[src/rtl/mem_stage_pkg.sv]
// rtl/mem_stage_pkg.sv - shared types, funct3 codes and request helpers for the memory stage
package mem_stage_pkg;

   localparam logic [2:0] F3_B  = 3'b000;
   localparam logic [2:0] F3_H  = 3'b001;
   localparam logic [2:0] F3_W  = 3'b010;
   localparam logic [2:0] F3_BU = 3'b100;
   localparam logic [2:0] F3_HU = 3'b101;

   typedef enum logic [1:0] {
      IDLE = 2'd0,
      REQ  = 2'd1,
      RSP  = 2'd2,
      DONE = 2'd3
   } mem_state_t;

   typedef struct packed {
      logic        we;
      logic [31:0] addr;
      logic [31:0] wdata;
      logic [3:0]  be;
   } bus_req_t;

   // Misaligned halves/words and the unused funct3 codes are all suppressed the same way.
   function automatic logic access_illegal(input logic [2:0] f3, input logic [1:0] off);
      logic bad;
      case (f3)
         F3_B, F3_BU: bad = 1'b0;
         F3_H, F3_HU: bad = off[0];
         F3_W:        bad = (off != 2'b00);
         default:     bad = 1'b1;
      endcase
      return bad;
   endfunction

   // Word-aligned request; stores replicate the data across lanes so the byte enables pick the lane.
   function automatic bus_req_t build_req(input logic we, input logic [31:0] addr,
                                          input logic [31:0] ws, input logic [2:0] f3);
      bus_req_t r;
      r.we    = we;
      r.addr  = {addr[31:2], 2'b00};
      r.wdata = ws;
      r.be    = 4'b1111;
      if (we) begin
         case (f3[1:0])
            2'b00: begin
               r.be    = 4'b0001 << addr[1:0];
               r.wdata = {4{ws[7:0]}};
            end
            2'b01: begin
               r.be    = 4'b0011 << addr[1:0];
               r.wdata = {2{ws[15:0]}};
            end
            default: begin
               r.be    = 4'b1111;
               r.wdata = ws;
            end
         endcase
      end
      return r;
   endfunction

endpackage

[src/rtl/mem_load_extract.sv]
// rtl/mem_load_extract.sv - selects and extends the loaded byte/half/word from a read word
module mem_load_extract
   import mem_stage_pkg::*;
(
   input  logic [31:0] rdata_i,
   input  logic [1:0]  off_i,
   input  logic [2:0]  funct3_i,
   output logic [31:0] result_o
);

   logic [7:0]  byte_sel;
   logic [15:0] half_sel;

   // Lane select by byte offset, then sign- or zero-extend according to funct3.
   always_comb begin
      case (off_i)
         2'd0:    byte_sel = rdata_i[7:0];
         2'd1:    byte_sel = rdata_i[15:8];
         2'd2:    byte_sel = rdata_i[23:16];
         default: byte_sel = rdata_i[31:24];
      endcase
      half_sel = off_i[1] ? rdata_i[31:16] : rdata_i[15:0];
      case (funct3_i)
         F3_B:    result_o = {{24{byte_sel[7]}}, byte_sel};
         F3_BU:   result_o = {24'h0, byte_sel};
         F3_H:    result_o = {{16{half_sel[15]}}, half_sel};
         F3_HU:   result_o = {16'h0, half_sel};
         default: result_o = rdata_i;
      endcase
   end

endmodule

[src/rtl/mem_access_unit.sv]
// rtl/mem_access_unit.sv - MEM-stage load/store unit driving the data-cache request/response port
module mem_access_unit
   import mem_stage_pkg::*;
#(
   parameter int DATA_WIDTH = 32,
   parameter int BE_WIDTH   = 4
) (
   input  logic                  clk,
   input  logic                  rst,
   input  logic                  pipe_en,
   input  logic                  inst_valid_m,
   input  logic [DATA_WIDTH-1:0] ALUResult_m,
   input  logic [DATA_WIDTH-1:0] WriteData_m,
   input  logic                  MemRead_m,
   input  logic                  MemWrite_m,
   input  logic [2:0]            funct3_m,
   output logic [DATA_WIDTH-1:0] ReadData_m,
   output logic                  valid_m,
   output logic                  stall_m,
   output logic                  misalign_m,
   output logic                  bus_req_valid,
   input  logic                  bus_req_ready,
   output logic                  bus_req_we,
   output logic [DATA_WIDTH-1:0] bus_req_addr,
   output logic [DATA_WIDTH-1:0] bus_req_wdata,
   output logic [BE_WIDTH-1:0]   bus_req_be,
   input  logic                  bus_rsp_valid,
   input  logic [DATA_WIDTH-1:0] bus_rsp_rdata
);

   mem_state_t  state_q, state_d;
   logic [31:0] rdata_q, rdata_d;
   logic [1:0]  off_q, off_d;
   logic [2:0]  f3_q, f3_d;
   bus_req_t    req_q, req_d;

   logic        mem_op;
   logic        illegal;
   bus_req_t    req_in;
   logic [31:0] load_result;

   assign mem_op  = MemRead_m | MemWrite_m;
   assign illegal = access_illegal(funct3_m, ALUResult_m[1:0]);
   assign req_in  = build_req(MemWrite_m, ALUResult_m, WriteData_m, funct3_m);

   mem_load_extract u_extract (
      .rdata_i  (rdata_q),
      .off_i    (off_q),
      .funct3_i (f3_q),
      .result_o (load_result)
   );

   // Next state, capture and outputs; the bus fields replay the captured request outside IDLE.
   always_comb begin
      state_d       = state_q;
      rdata_d       = rdata_q;
      off_d         = off_q;
      f3_d          = f3_q;
      req_d         = req_q;
      valid_m       = 1'b0;
      stall_m       = 1'b0;
      misalign_m    = 1'b0;
      ReadData_m    = '0;
      bus_req_valid = 1'b0;
      bus_req_we    = req_q.we;
      bus_req_addr  = req_q.addr;
      bus_req_wdata = req_q.wdata;
      bus_req_be    = req_q.be;
      case (state_q)
         IDLE: begin
            if (inst_valid_m) begin
               if (!mem_op) begin
                  valid_m = 1'b1;
               end else if (illegal) begin
                  valid_m    = 1'b1;
                  misalign_m = 1'b1;
               end else begin
                  bus_req_valid = 1'b1;
                  bus_req_we    = req_in.we;
                  bus_req_addr  = req_in.addr;
                  bus_req_wdata = req_in.wdata;
                  bus_req_be    = req_in.be;
                  stall_m       = 1'b1;
                  req_d         = req_in;
                  off_d         = ALUResult_m[1:0];
                  f3_d          = funct3_m;
                  state_d       = bus_req_ready ? RSP : REQ;
               end
            end
         end
         REQ: begin
            bus_req_valid = 1'b1;
            stall_m       = 1'b1;
            if (bus_req_ready) state_d = RSP;
         end
         RSP: begin
            stall_m = 1'b1;
            if (bus_rsp_valid) begin
               rdata_d = bus_rsp_rdata;
               state_d = DONE;
            end
         end
         DONE: begin
            valid_m    = 1'b1;
            ReadData_m = req_q.we ? 32'h0 : load_result;
            if (pipe_en) state_d = IDLE;
         end
         default: state_d = IDLE;
      endcase
      // Hold every output quiet while reset is applied.
      if (rst) begin
         valid_m       = 1'b0;
         stall_m       = 1'b0;
         misalign_m    = 1'b0;
         ReadData_m    = '0;
         bus_req_valid = 1'b0;
      end
   end

   // State and captured-access registers with synchronous reset.
   always_ff @(posedge clk) begin
      if (rst) begin
         state_q <= IDLE;
         rdata_q <= '0;
         off_q   <= '0;
         f3_q    <= '0;
         req_q   <= '0;
      end else begin
         state_q <= state_d;
         rdata_q <= rdata_d;
         off_q   <= off_d;
         f3_q    <= f3_d;
         req_q   <= req_d;
      end
   end

endmodule

[config.mk]
export PLATFORM = sky130hd
export DESIGN_NAME = mem_access_unit
export DESIGN_NICKNAME = d
export VERILOG_FILES = /design/src/rtl/mem_stage_pkg.sv /design/src/rtl/mem_load_extract.sv /design/src/rtl/mem_access_unit.sv
export SDC_FILE = /design/constraint.sdc
export NUM_CORES = 1
export LEC_CHECK = 0
export ABC_CLOCK_PERIOD_IN_PS = 2730
export CAP_MARGIN = 15
export CORE_UTILIZATION = 46
export CTS_CLUSTER_DIAMETER = 30
export DETAILED_ROUTE_END_ITERATION = 12
export GPL_TIMING_DRIVEN = 0
export HOLD_SLACK_MARGIN = 0.15
export PLACE_DENSITY = 0.82
export SLEW_MARGIN = 40
export SYNTH_ARGS = -nofsm -noshare
export SYNTH_HDL_FRONTEND = slang
export SYNTH_HIERARCHICAL = 1
export SYNTH_SLANG_ARGS = --single-unit
[constraint.sdc]
create_clock -name clk -period 2.73 [get_ports clk]
set_clock_uncertainty 0.15 [all_clocks]
set_input_delay 0.6825 -clock clk [delete_from_list [all_inputs] [get_ports clk]]
set_output_delay 0.6825 -clock clk [all_outputs]
set_load 0.02 [all_outputs]
# Yosys cells after proc, flatten, opt, wreduce, memory -nomap -nowiden
# Cells that the tools add are included.
# Widths: inputs -> output; s select.
dict set report totals {
  inputBits 107
  output_inout_bits 105
  ff_bits 106
}
dict set report classes {
  n_bitwise 2
  mux 49
  eq_ne 19
  n_reduce_logical 12
  shifts 2
}
# op count
set op_table {}
lappend op_table {{$mux 32} 11}
lappend op_table {{$pmux 32 s4} 1}
lappend op_table {{$pmux 36 s2} 1}
lappend op_table {{$mux 36} 1}
lappend op_table {{$pmux 8 s3} 1}
lappend op_table {{$mux 1} 17}
lappend op_table {{$mux 16} 1}
lappend op_table {{$mux 4} 4}
lappend op_table {{$mux 2} 7}
lappend op_table {{$eq 3x3->1 const B} 4}
lappend op_table {{$ne 2x2->1 const B} 6}
lappend op_table {{$pmux 2 s4} 1}
lappend op_table {{$eq 2x1->1 const B} 3}
lappend op_table {{$eq 2x2->1 const B} 3}
lappend op_table {{$eq 3x1->1 const B} 2}
lappend op_table {{$logic_not 2->1} 3}
lappend op_table {{$logic_not 3->1} 2}
lappend op_table {{$pmux 1 s2} 3}
lappend op_table {{$reduce_and 6->1} 1}
lappend op_table {{$reduce_or 2->1} 3}
lappend op_table {{$reduce_and 4->1} 1}
lappend op_table {{$shl 1x2->4 const A} 1}
lappend op_table {{$shl 2x2->4 const A} 1}
lappend op_table {{$eq 3x2->1 const B} 1}
lappend op_table {{5 further kinds} 5}

# Logic depth before layout (Yosys ltp)
# Gate-level depths: netlist of the first run.
dict set report depth {
  word_depth 8
  ltp_mapped 9
}

# Cells and area by module
# The synthesis of the first run kept the hierarchy.
# mod n_inst cells_per_inst area_each_um2 seq_area_each_um2
set by_module_without_submodules {}
lappend by_module_without_submodules {mem_access_unit 1 553 4951.0 2122.0}
lappend by_module_without_submodules {mem_load_extract 1 133 969.7 0.0}

# Worst setup path after synthesis of the first run
# OpenSTA, ideal clock, no wires.
dict set report synth_path {
  path_kind {input-to-output}
  from {in funct3_m[0]}
  to {out stall_m}
  required_time_ns 1.898
  arrival_ns 2.200
  path_buffers 4
  path_slack_ns -0.302
  stages 8
  cell_sequence {buf_6 > nor4_4 > o21ba_1 > buf_4 > buf_6 > buf_4 > nor2_1 > nor3_1}
}
dict set report synth_via {
  elab_chain_cells 8
}
# element line_no
set synth_rtl {}
lappend synth_rtl {{from (decl)} mem_access_unit.sv:16} ;# input logic [2:0] funct3_m,
lappend synth_rtl {{$eq 3x1->1 (tied with other cells)} mem_stage_pkg.sv:27} ;# case (f3)
lappend synth_rtl {{$reduce_or 2->1} mem_stage_pkg.sv:27}
lappend synth_rtl {{$pmux 1 s3 (*)} mem_stage_pkg.sv:27}
lappend synth_rtl {{$mux 1 (*)} mem_access_unit.sv:74} ;# end else if (illegal) begin
lappend synth_rtl {{$mux 1 (*)} mem_access_unit.sv:72} ;# if (!mem_op) begin
lappend synth_rtl {{$mux 1 (*)} mem_access_unit.sv:71} ;# if (inst_valid_m) begin
lappend synth_rtl {{$pmux 1 s2 (*)} mem_access_unit.sv:69} ;# case (state_q)
lappend synth_rtl {{$mux 1 (*)} mem_access_unit.sv:111} ;# if (rst) begin
lappend synth_rtl {{to (decl)} mem_access_unit.sv:19} ;# output logic stall_m,
# Every way passes the cells marked *; elsewhere a longest branch is shown, timed or not.

# Final worst setup path of the first run
dict set report layout_path {
  from {in funct3_m[2]}
  to {out bus_req_valid}
}
dict set report layout_via {
  elab_chain_cells 8
}
# element line_no
set layout_rtl {}
lappend layout_rtl {{$eq 3x1->1 (tied with other cells)} mem_stage_pkg.sv:27}
lappend layout_rtl {{$reduce_or 2->1} mem_stage_pkg.sv:27}
lappend layout_rtl {{$pmux 1 s3 (*)} mem_stage_pkg.sv:27}
lappend layout_rtl {{$mux 1 (*)} mem_access_unit.sv:74}
lappend layout_rtl {{$mux 1 (*)} mem_access_unit.sv:72}
lappend layout_rtl {{$mux 1 (*)} mem_access_unit.sv:71}
lappend layout_rtl {{$pmux 1 s2 (*)} mem_access_unit.sv:69}
lappend layout_rtl {{$mux 1 (*)} mem_access_unit.sv:111}
lappend layout_rtl {{to (decl)} mem_access_unit.sv:21} ;# output logic bus_req_valid,
# Marked as above.

==> impl_metrics.py, run 1 <==
metrics = {
    "cts": {
        "cts_buffers": 9,
        "ctsHoldBuffers": 0,
        "clock_path_buffers": 2,
        "cts.clk_slew.worst_paths_ns": 0.07,
        "htreeDepth": 3,
        "cts_sinks": 106,
        "tritoncts": "done",
        "cts-root-buf": "clkbuf_16",
        "insertion_delay_ns": 0.35,
    },
    "timing": {
        "setup_tns_ns": -19.71,
        "period_needed_ns": 3.06,
        "period_share_pct": 112,
        "max_freq_mhz": 327,
        "drv_slew": 0,
        "rsz0062_at_grt": "true",
        "hold_viol": 0,
        "fin_ws_ns": -0.329,
        "slew_headroom_pct": 61.3,
        "max_slew.worst_pin.slew_ns": 0.580,
        "whs_ns": 0.317,
        "finalSetupViolations": 93,
    },
    "die": {
        "design.die.area_um2": 13300,
        "core_um2": 12600,
        "rows": 41,
        "chipHeight_um": 115,
        "dieWidth_um": 115,
        "pin_count": 212,
        "initial_core_util_pct": 47.1,
    },
    "power": {
        "power_frac_seq_pct": 34.2,
        "p_clk_share_pct": 25.9,
        "p_sw_mw": 1.68,
        "pwr-share-comb_pct": 40.0,
        "powerDensity_nw_per_um2": 515,
        "irDropWorstVdd_mv": 0.487,
        "intPower_mw": 3.45,
        "p_leak_nw": 4.03,
        "p_sw_share_pct": 32.7,
        "finalPower_mw": 5.13,
    },
    "setup_path": {
        "r2r_cells": 18,
        "reg2reg_to": "req_q[31]$_SDFFE_PP0P_",
        "rrSetupSlack_ns": -0.15,
        "cp.arrival_ns": 2.23,
        "worstSetupStartpointType": "input pin",
        "worstReg2RegStart": "state_q[1]$_SDFFE_PP0P_",
        "cp.required_ns": 1.90,
        "path_max_fanout": 10,
        "crit_type": "input pin to output port",
        "end_kind": "output port",
    },
    "synth": {
        "ys_top_cells_by_area": "dfxtp_1, nand2_1, a21oi_1, mux2_4, nor2b_1",
        "synth_cell_types": 47,
        "synth_top_flop_cell": "dfxtp_1",
        "synth-seq-area-share_pct": 35.8,
        "yosysWarnings": 6,
        "synth_enable_flop_cells": 0,
        "synth-seq-cells": 106,
        "synth_top_area_cell": "dfxtp_1",
        "ys_async_sr_fraction_pct": 0,
        "syn_area_um2": 5920,
        "syn_avg_cell_area_um2": 8.63,
        "synth_top_area_share_pct": 35.8,
        "synth_cells": 686,
    },
    "placed_design": {
        "gp_routability_congestion": 0.930,
        "port-buffer-count": 208,
        "dp_hpwl_mm": 13.8,
        "placed_cell_area_um2": 8320,
    },
    "job": {
        "cap_viol_max_count": 0,
    },
    "layout": {
        "layout_common_cells": "nand2_1, buf_6, dfxtp_1",
        "multi_input_comb_area_um2": 3980,
        "design_area_um2": 9970,
        "drive_above_1_share_pct": 41.0,
        "final_util_pct": 79.3,
        "final_common_cell": "nand2_1",
        "nNetsFinal": 1072,
        "seq_area_um2": 2140,
        "diodes": 0,
        "area_delta_synth_final_pct": 68.3,
        "nFillCells": 761,
    },
    "routing": {
        "drtAntennaViolNets": 0,
        "dr_total_vias": 6482,
        "first_iter_violations": 592,
        "drc": 0,
        "viasPerCell": 5.70,
        "post_drt_wl_per_cell_um": 19.8,
        "wl_mm": 22.5,
        "dr.pass1.iters": 5,
    },
    "grt": {
        "grt_usage_pct": 32.0,
        "grt_pass1_vias": 6164,
        "grt_max_degree": 16,
        "antenna_found_initial": 0,
        "grt_pass1_wl_mm": 32.4,
        "overflow": 0,
    },
    "run_status": {
        "status": "complete, but fails checks",
        "violations": "negative setup slack",
    },
    "worst_hold_path": {
        "min_to": "req_q[30]$_SDFFE_PP0P_",
        "min_from": "req_q[30]$_SDFFE_PP0P_",
        "min_delay_path_depth": 2,
        "hp-class": "register to register",
    },
}
==> area by class of cell <==
cell class,instances,area share [%]
sequential,106,21.5
buffer,53,4.78
multi-input combinational,507,39.9
clock buffer,15,2.99
clock inverter,1,0.0502
timing repair buffer,268,28.0
inverter,15,0.665
tap,172,2.16
==> cells by family (layout without fill, tap and decap cells) <==
kind of cell | Yosys count | count (layout) | share of synthesized area (%)
fa+ha+maj | 5 | 5 | 1.06
compound gates | 154 | 154 | 18.0
flops | 106 | 106 | 35.8
simple gates | 276 | 276 | 21.9
mux | 70 | 70 | 16.1
buf+inv | 74 | 352 | 7.10
other cells | 1 | 2 | 0.0633
==> repair_timing <==
item / CTS / global route
pin swaps: 15 / 41
gates resized for setup: 735 / 136
setup buffers: 42 / 12
gates cloned: 9 / 1
endpoints found under the setup margin: 103 / 103
==> critical path, stage by stage <==
cell,delay [ns]
buf_8,0.11
nor4_4,0.33
o21ba_1,0.19
buf_6,0.13
buf_4,0.20
buf_4,0.16
buf_12,0.13
nor2_2,0.05
nor2_2,0.11
buf_6,0.14
==> flip-flops by register name (all words and copies together) (netlist names) <==
name and count:
f3_q 3, off_q 2, rdata_q 32, req_q 67, state_q 2
==> worst max path at each step <==
stage,end,depth (start not counted),startpoint,slack (ns)
5_1_grt,bus_req_wdata[23],10,funct3_m[2],-0.38
2_1_floorplan,bus_req_wdata[16],7,funct3_m[2],0.008
6_report,bus_req_valid,10,funct3_m[2],-0.33
3_3_place_gp,bus_req_wdata[27],7,ALUResult_m[0],-1.35
3_5_place_dp,bus_req_wdata[27],7,ALUResult_m[0],-1.35
4_1_cts,bus_req_addr[14],9,funct3_m[2],-0.29
==> cells in the mapped netlist (5+ instances only) <==
master / n
mux2_4: 22
nor2b_1: 51
nor2_1: 55
a211oi_1: 9
nand2_1: 124
buf_4: 5
dfxtp_1: 106
buf_6: 15
inv_1: 13
o22ai_1: 17
a311oi_1: 9
mux2_2: 11
mux2_1: 10
and2_1: 33
a31oi_1: 11
clkbuf_1: 26
o211ai_1: 10
ha_1: 5
a311oi_2: 8
buf_2: 9
mux4_1: 7
a21oi_1: 70
mux2i_1: 20
==> per-layer routing <==
layer  up-vias  wire (µm)  part of all wire (%)  global-route usage, %
met5         -          0                     0                      0
met4         0       1110                   4.9                   15.2
met3        92       1730                   7.7                   6.90
met2       364      11200                    50                   55.0
met1      3103       8400                    37                   38.2
li1       2923          -                     -                      -
==> stage by stage <==
step | instances | setup slack, ns
CTS | 1131 | -0.293
finish | 1137 | -0.329
detailed placement | 1067 | -1.35
global route | 1137 | -0.376
floorplan | 687 | 0.00792
global placement | 1067 | -1.35
==> power by group through the flow <==
stage | clock network, mW | registers [mW] | logic, mW
after global routing | 1.40 | 1.76 | 2.14
after detailed placement | 0 | 1.76 | 1.55
after floorplan | 0 | 1.74 | 0.933
after global placement | 0 | 1.76 | 1.53
after CTS | 1.32 | 1.74 | 1.89
final | 1.33 | 1.75 | 2.05
No activity file was read; power rests on OpenSTA's default activity.
==> inputs of run 2 (changes only) <==
- SETUP_SLACK_MARGIN: default -> 0.4
==> run 2 against run 1 <==
Non-clock buffer count is 8 higher; power is 3.5% higher; largest power group unchanged; the run still ends with negative setup slack left; sequential share of layout area is 0.66 points lower; flip-flop and latch count stayed put; cell count is 0.62% higher; global-route usage is 1.5 points higher; fmax is 0.70% higher.
==> impl_metrics.py, run 2 (synthesis results as in run 1) <==
metrics = {
    "power": {
        "powerDensity_nw_per_um2": 517,
        "finalPower_mw": 5.31,
        "irDropWorstVdd_mv": 0.473,
        "p_leak_nw": 4.10,
    },
    "setup_path": {
        "cp_slowest_cell": "nor4_4",
        "cp.required_ns": 1.90,
        "max_stage_delay_ns": 0.34,
        "path_max_fanout": 5,
        "cpMostUsedCell": "buf_12",
        "path_cells": "buf_8 -> nor4_4 -> o21ba_4 -> buf_6 -> buf_12 -> buf_12 -> buf_12 -> mux2_4 -> buf_6",
        "cp.arrival_ns": 2.21,
        "end_kind": "output port",
        "worstSetupStartpointType": "input pin",
        "crit_type": "input pin to output port",
    },
    "die": {
        "chipHeight_um": 115,
        "pin_count": 212,
        "core_um2": 12600,
        "initial_core_util_pct": 47.1,
        "dieWidth_um": 115,
        "design.die.area_um2": 13300,
        "rows": 41,
    },
    "timing": {
        "slew_headroom_pct": 58.3,
        "setup_tns_ns": -19.37,
        "rsz0062_at_grt": "true",
        "max_slew.worst_pin.slew_ns": 0.625,
        "period_share_pct": 111,
        "finalSetupViolations": 98,
        "fin_ws_ns": -0.308,
        "max_freq_mhz": 329,
        "hold_viol": 0,
        "drv_slew": 0,
        "period_needed_ns": 3.04,
    },
    "placed_design": {
        "port-buffer-count": 208,
        "gp_routability_congestion": 0.910,
        "dp_hpwl_mm": 15.0,
        "placed_cell_area_um2": 8570,
        "dp_worst_setup_slack_ns": -1.34,
    },
    "cts": {
        "ctsHoldBuffers": 0,
        "cts.clk_slew.worst_paths_ns": 0.07,
        "cts-root-buf": "clkbuf_16",
        "clock_path_buffers": 2,
        "insertion_delay_ns": 0.35,
        "tritoncts": "done",
        "htreeDepth": 3,
        "cts_buffers": 9,
        "cts_sinks": 106,
    },
    "grt": {
        "grt_pass1_wl_mm": 33.9,
        "antenna_found_initial": 0,
        "grt_pass1_vias": 6249,
        "overflow": 0,
        "grt_usage_pct": 33.6,
        "grt_max_degree": 17,
    },
    "routing": {
        "drc": 0,
        "dr_total_vias": 6524,
        "wl_mm": 23.2,
        "dr.pass1.iters": 7,
        "drtAntennaViolNets": 0,
        "post_drt_wl_per_cell_um": 20.2,
        "first_iter_violations": 585,
        "viasPerCell": 5.70,
    },
    "layout": {
        "design_area_um2": 10300,
        "layout_common_cells": "nand2_1, buf_6, dfxtp_1",
        "largest_reg_flops": 67,
        "nFillCells": 756,
        "seq_area_um2": 2130,
        "final_common_cell": "nand2_1",
        "multi_input_comb_area_um2": 4100,
        "final_util_pct": 81.7,
        "regMostFlops": "req_q",
        "top_regs": "req_q: 67 flops, rdata_q: 32 flops, f3_q: 3 flops",
        "nNetsFinal": 1080,
        "drive_above_1_share_pct": 42.2,
        "diodes": 0,
        "area_delta_synth_final_pct": 73.4,
    },
    "worst_hold_path": {
        "hp-class": "register to register",
    },
    "run_status": {
        "violations": "negative setup slack",
        "status": "complete, but fails checks",
    },
    "job": {
        "cap_viol_max_count": 0,
    },
}
==> run 2: cell count changes in the layout (fill, tap and decap cells not counted), sizes merged <==
| cell | change |
|---|---|
| buf | +10 |
| bufbuf | -1 |
| bufinv | +2 |
| clkbuf | -3 |
| clkdlybuf4s15 | -1 |
| dlygate4sd2 | -1 |
| inv | +1 |
==> run 2: what timing repair did <==
item	CTS	global route
cloned	8	1
pin swaps	27	32
gates resized for setup	742	88
setup buffers	38	15
endpoints found under the setup margin	176	104
==> run 2: power by group <==
group / internal [mW] / leakage (nW) / switching, mW
Sequential: 1.66 / 0.865 / 0.0849
Clock: 0.851 / 0.162 / 0.587
Combinational: 1.09 / 3.08 / 1.03
==> run 2: path summary, 6_finish.rpt <==
path                           start                     to  slack (ns)  cells past startpoint
max reg2reg  state_q[0]$_SDFFE_PP0P_  req_q[4]$_SDFFE_PP0P_        0.51                     11
max                      funct3_m[2]       bus_req_addr[15]       -0.31                      9
min            off_q[0]$_SDFFE_PP0P_  off_q[0]$_SDFFE_PP0P_        0.31                      2
min reg2reg    off_q[0]$_SDFFE_PP0P_  off_q[0]$_SDFFE_PP0P_        0.31                      2
==> run 2: through the flow <==
step	cells	hold WS, ns
after floorplan	687	0.295
after global placement	1067	0.305
after detailed placement	1067	0.311
after CTS	1128	0.313
after global routing	1144	0.337
final	1144	0.313
==> run 2: critical path: cells and delay by family <==
family                 cells  cell delay (ns)
muxes                      1             0.31
AOI/OAI and AO/OA          1             0.18
buffers and inverters      6             0.69
and+or+nand+nor            1             0.34
==> run 2: cell type report <==
class / instances / area share (%)
plain buffers: 59 / 5.62
clock buffers: 11 / 2.46
clock inverters: 4 / 0.719
inverters: 15 / 0.622
multi-input cells: 507 / 39.9
flip-flops and latches: 106 / 20.8
well taps: 172 / 2.10
repair buffers: 270 / 27.8
==> run 2: metal layers <==
metal  vias up  GRT usage, %  wire length (µm)
li1       2931             -                 -
met1      3147          42.2              9100
met2       385          57.4             11600
met3        61          5.54              1810
met4         0          13.2               663
met5         -             0                 0
==> inputs of run 3 (changes only) <==
- ABC_AREA: default -> 1
- PLACE_DENSITY: 0.82 -> 0.81
==> run 3 against run 2 <==
The flow now stops in global routing (5_1_grt); synthesized area increased by 5.7%; synthesized cell count increased by 59%.
==> impl_metrics.py, run 3 <==
metrics = {
    "die": {
        "initial_core_util_pct": 47.3,
        "chipHeight_um": 119,
        "pin_count": 212,
        "dieWidth_um": 119,
        "rows": 42,
    },
    "synth": {
        "synth_compound_area_share_pct": 9.02,
        "synth_top_area_cell": "dfxtp_1",
        "synth_commonest_cells": "nand2_1, nor2_1, inv_1",
        "synth_top_flop_cell": "dfxtp_1",
        "synthXorXnorAreaFrac_pct": 0,
        "synth_enable_flop_cells": 0,
        "synthMuxAreaShare_pct": 0,
        "syn_area_um2": 6260,
        "synth_top_area_share_pct": 33.9,
        "ys_top_cells_by_area": "dfxtp_1, nand2_1, nor2_1, inv_1, o21ai_0",
        "syn_avg_cell_area_um2": 5.72,
        "synth-seq-area-share_pct": 33.9,
        "yosysWarnings": 6,
        "synth_cell_types": 29,
        "synthAdderAreaFrac_pct": 1.00,
        "synth_cells": 1093,
        "synthSimpleGateAreaFrac_pct": 37.7,
        "ys_async_sr_fraction_pct": 0,
        "synth_most_common_cell": "nand2_1",
        "synth-seq-cells": 106,
        "synth_top_family_by_area": "simple AND/OR/NAND/NOR gates",
    },
    "run_status": {
        "stop_stage": "global routing (5_1_grt)",
        "firstError": "[ERROR DPL-0038] Utilization greater than 100%, impossible to legalize",
        "status": "did not finish",
    },
    "cts": {
        "htreeDepth": 3,
        "cts_buffers": 9,
        "cts-root-buf": "clkbuf_16",
        "clock_path_buffers": 2,
        "cts_sinks": 106,
    },
    "placed_design": {
        "port-buffer-count": 208,
        "gp_routability_congestion": 0.922,
        "dp_hpwl_mm": 15.1,
    },
    "timing": {
        "worst-ep-kind": "top-level output",
        "grt-worst-endpoint": "bus_req_addr[21]",
    },
    "grt": {
        "grt_max_degree": 17,
    },
}
run 3: cell count changes after synthesis, sizes merged, moves of 17 or more:
cell	change
a21oi	-56
a311oi	-17
and2	-33
inv	+220
mux2	-43
mux2i	-20
nand2	+189
nand3	+50
nor2	+169
nor2b	-51
o21ai	+62
run 3: cell families after synthesis:
kind of cell             Yosys count
AND/OR/NAND/NOR                  592
other                              1
adder cells (fa/ha/maj)            5
buffers and inverters            287
AO/OA/AOI/OAI                    102
flip-flops                       106
run 3: stage by stage:
step                setup TNS [ns]  worst slack [ns]  std cells  utilization, %  instance area [µm²]
floorplan                        0             0.308       1094               -                 6400
detailed placement         -102.86             -1.17       1478            65.8                 8710
global placement           -102.91             -1.18       1478            65.8                 8710
CTS                          -8.52            -0.164       1679            90.8                12000
run 3: timing repair:
action / 4_1_cts
gates resized for setup: 1041
pin swaps: 107
hold buffers: 0
endpoints found under the setup margin: 169
gates cloned: 18
setup buffers: 168
==> inputs of run 4 (changes only) <==
- CORE_UTILIZATION: 46 -> 40
- CTS_CLUSTER_DIAMETER: 30 -> default
- HOLD_SLACK_MARGIN: 0.15 -> default
- PLACE_DENSITY: 0.81 -> default
- PLACE_DENSITY_LB_ADDON: default -> 0.15
- SETUP_SLACK_MARGIN: 0.4 -> default
==> run 4 against run 3 <==
The flow now finishes, with violations (negative setup slack); synthesized area did not move; synthesized cell count did not move.
==> impl_metrics.py, run 4 <==
metrics = {
    "grt": {
        "antenna_found_initial": 1,
        "grt_pass1_wl_mm": 42.0,
        "grt_usage_pct": 33.3,
        "grt_max_degree": 18,
        "grt_pass1_vias": 8395,
        "overflow": 0,
    },
    "layout": {
        "top_regs": "req_q: 67 flops, rdata_q: 32 flops, f3_q: 3 flops",
        "nNetsFinal": 1622,
        "drive_above_1_share_pct": 42.1,
        "design_area_um2": 11800,
        "layout_common_cells": "nor2_1, nand2_1, buf_4",
        "final_common_cell": "nor2_1",
        "regMostFlops": "req_q",
        "stdcell_count": 1725,
        "largest_reg_flops": 67,
        "diodes": 0,
        "final_util_pct": 77.6,
        "area_delta_synth_final_pct": 89.3,
    },
    "cts": {
        "cts_sinks": 106,
        "htreeDepth": 3,
        "insertion_delay_ns": 0.36,
        "clock_path_buffers": 2,
        "tritoncts": "done",
        "cts.clk_slew.worst_paths_ns": 0.07,
        "ctsHoldBuffers": 0,
        "cts_buffers": 9,
        "cts-root-buf": "clkbuf_16",
    },
    "timing": {
        "max_slew.worst_pin.slew_ns": 0.642,
        "slew_headroom_pct": 57.2,
        "finalSetupViolations": 86,
        "fin_ws_ns": -0.402,
        "whs_ns": 0.369,
        "rsz0062_at_grt": "true",
        "hold_viol": 0,
        "period_needed_ns": 3.13,
        "period_share_pct": 115,
        "drv_slew": 0,
        "max_freq_mhz": 319,
    },
    "synth": {
        "syn_area_um2": 6260,
        "synth_top_flop_cell": "dfxtp_1",
        "synth_top_area_cell": "dfxtp_1",
        "synth-seq-cells": 106,
        "ys_async_sr_fraction_pct": 0,
        "synth_top_area_share_pct": 33.9,
        "synth_most_common_cell": "nand2_1",
        "synth_cell_types": 29,
        "yosysWarnings": 6,
        "syn_avg_cell_area_um2": 5.72,
        "synth_commonest_cells": "nand2_1, nor2_1, inv_1",
        "synth-seq-area-share_pct": 33.9,
        "synth_cells": 1093,
        "synth_enable_flop_cells": 0,
        "ys_top_cells_by_area": "dfxtp_1, nand2_1, nor2_1, inv_1, o21ai_0",
    },
    "run_status": {
        "violations": "negative setup slack",
        "status": "complete, but fails checks",
    },
    "die": {
        "rows": 45,
        "core_um2": 15300,
        "pin_count": 212,
        "chipHeight_um": 127,
        "dieWidth_um": 127,
        "design.die.area_um2": 16100,
        "initial_core_util_pct": 41.0,
    },
    "placed_design": {
        "placed_cell_area_um2": 8610,
        "gp_routability_congestion": 0.949,
        "dp_cells": 1513,
        "dp_hpwl_mm": 14.5,
        "port-buffer-count": 208,
    },
    "power": {
        "p_leak_nw": 6.13,
        "irDropWorstVdd_mv": 0.549,
        "powerDensity_nw_per_um2": 731,
    },
    "routing": {
        "post_drt_wl_per_cell_um": 17.9,
        "wl_mm": 30.9,
        "dr_total_vias": 8972,
        "dr.pass1.iters": 6,
        "drtAntennaViolNets": 0,
        "viasPerCell": 5.20,
        "first_iter_violations": 769,
        "drc": 0,
    },
    "setup_path": {
        "end_kind": "output port",
        "max_stage_delay_ns": 0.34,
        "path_max_fanout": 8,
        "cp.arrival_ns": 2.30,
        "cp.required_ns": 1.90,
        "path_cells": "buf_12 -> buf_4 -> nor2_2 -> nand2_1 -> o21ai_1 -> a21boi_0 -> nand2_2 -> nand2_2 -> inv_2 -> buf_6",
        "cpMostUsedCell": "nand2_2",
        "cp_slowest_cell": "nor2_2",
        "crit_type": "input pin to output port",
        "worstSetupStartpointType": "input pin",
    },
    "worst_hold_path": {
        "hp-class": "register to register",
    },
    "job": {
        "cap_viol_max_count": 0,
    },
}
[run 4: cell type report]
cell class	instances	area, µm²
Clock inverter	5	65.1
Multi-Input combinational cell	703	4020
Tap cell	211	264
Buffer	47	378
Timing Repair Buffer	409	3860
Sequential cell	106	2140
Inverter	234	893
Clock buffer	10	229
Fill cell	988	3410
[run 4: kinds of logic after synthesis]
family                     count (synthesis)  share of synthesized area [%]
other                                      1                         0.0599
buffers and inverters                    287                           18.4
DFF                                      106                           33.9
adders and majority gates                  5                           1.00
AOI/OAI and AO/OA                        102                           9.02
and+or+nand+nor                          592                           37.7
[run 4: routing by layer]
layer / up-vias / wire length [µm] / track usage, %
li1: 4017 / - / -
met1: 4114 / 11200 / 35.5
met2: 642 / 14700 / 58.5
met3: 199 / 2850 / 9.51
met4: 0 / 2180 / 20.2
met5: - / 0 / 0
[run 4: final timing paths]
kind	startpoint	to	slack, ns	cells past startpoint
setup / recovery	funct3_m[0]	bus_req_wdata[25]	-0.40	10
hold / removal	rdata_q[17]$_SDFFE_PP0P_	rdata_q[17]$_SDFFE_PP0P_	0.37	2
setup reg to reg	state_q[1]$_SDFFE_PP0P_	req_q[66]$_SDFFE_PP0P_	-0.26	18
hold reg to reg	rdata_q[17]$_SDFFE_PP0P_	rdata_q[17]$_SDFFE_PP0P_	0.37	2
[run 4: critical path: cells and delay by family]
| family | cells | cell delay, ns |
|---|---|---|
| simple gates | 4 | 0.77 |
| buf+inv | 4 | 0.44 |
| compound gates | 2 | 0.42 |
[run 4: timing repair]
| action | CTS | global route |
|---|---|---|
| gates resized for setup | 848 | 244 |
| setup buffers | 179 | 43 |
| gates cloned | 11 | 2 |
| setup endpoints to repair | 103 | 114 |
| pin swaps | 62 | 65 |
[run 4: stage by stage]
step,setup slack (ns),power (mW),setup TNS [ns]
3_3_place_gp,-1.16,4.90,-97.10
4_1_cts,-0.162,7.79,-5.44
2_1_floorplan,0.160,3.74,0
5_1_grt,-0.574,8.99,-21.39
3_5_place_dp,-1.17,4.92,-98.51
6_report,-0.402,8.65,-18.85
[run 4: report_power, final]
group | switching [mW] | internal (mW)
clock network | 0.662 | 0.716
registers | 0.227 | 1.82
logic | 2.75 | 2.48
total | 3.64 | 5.02
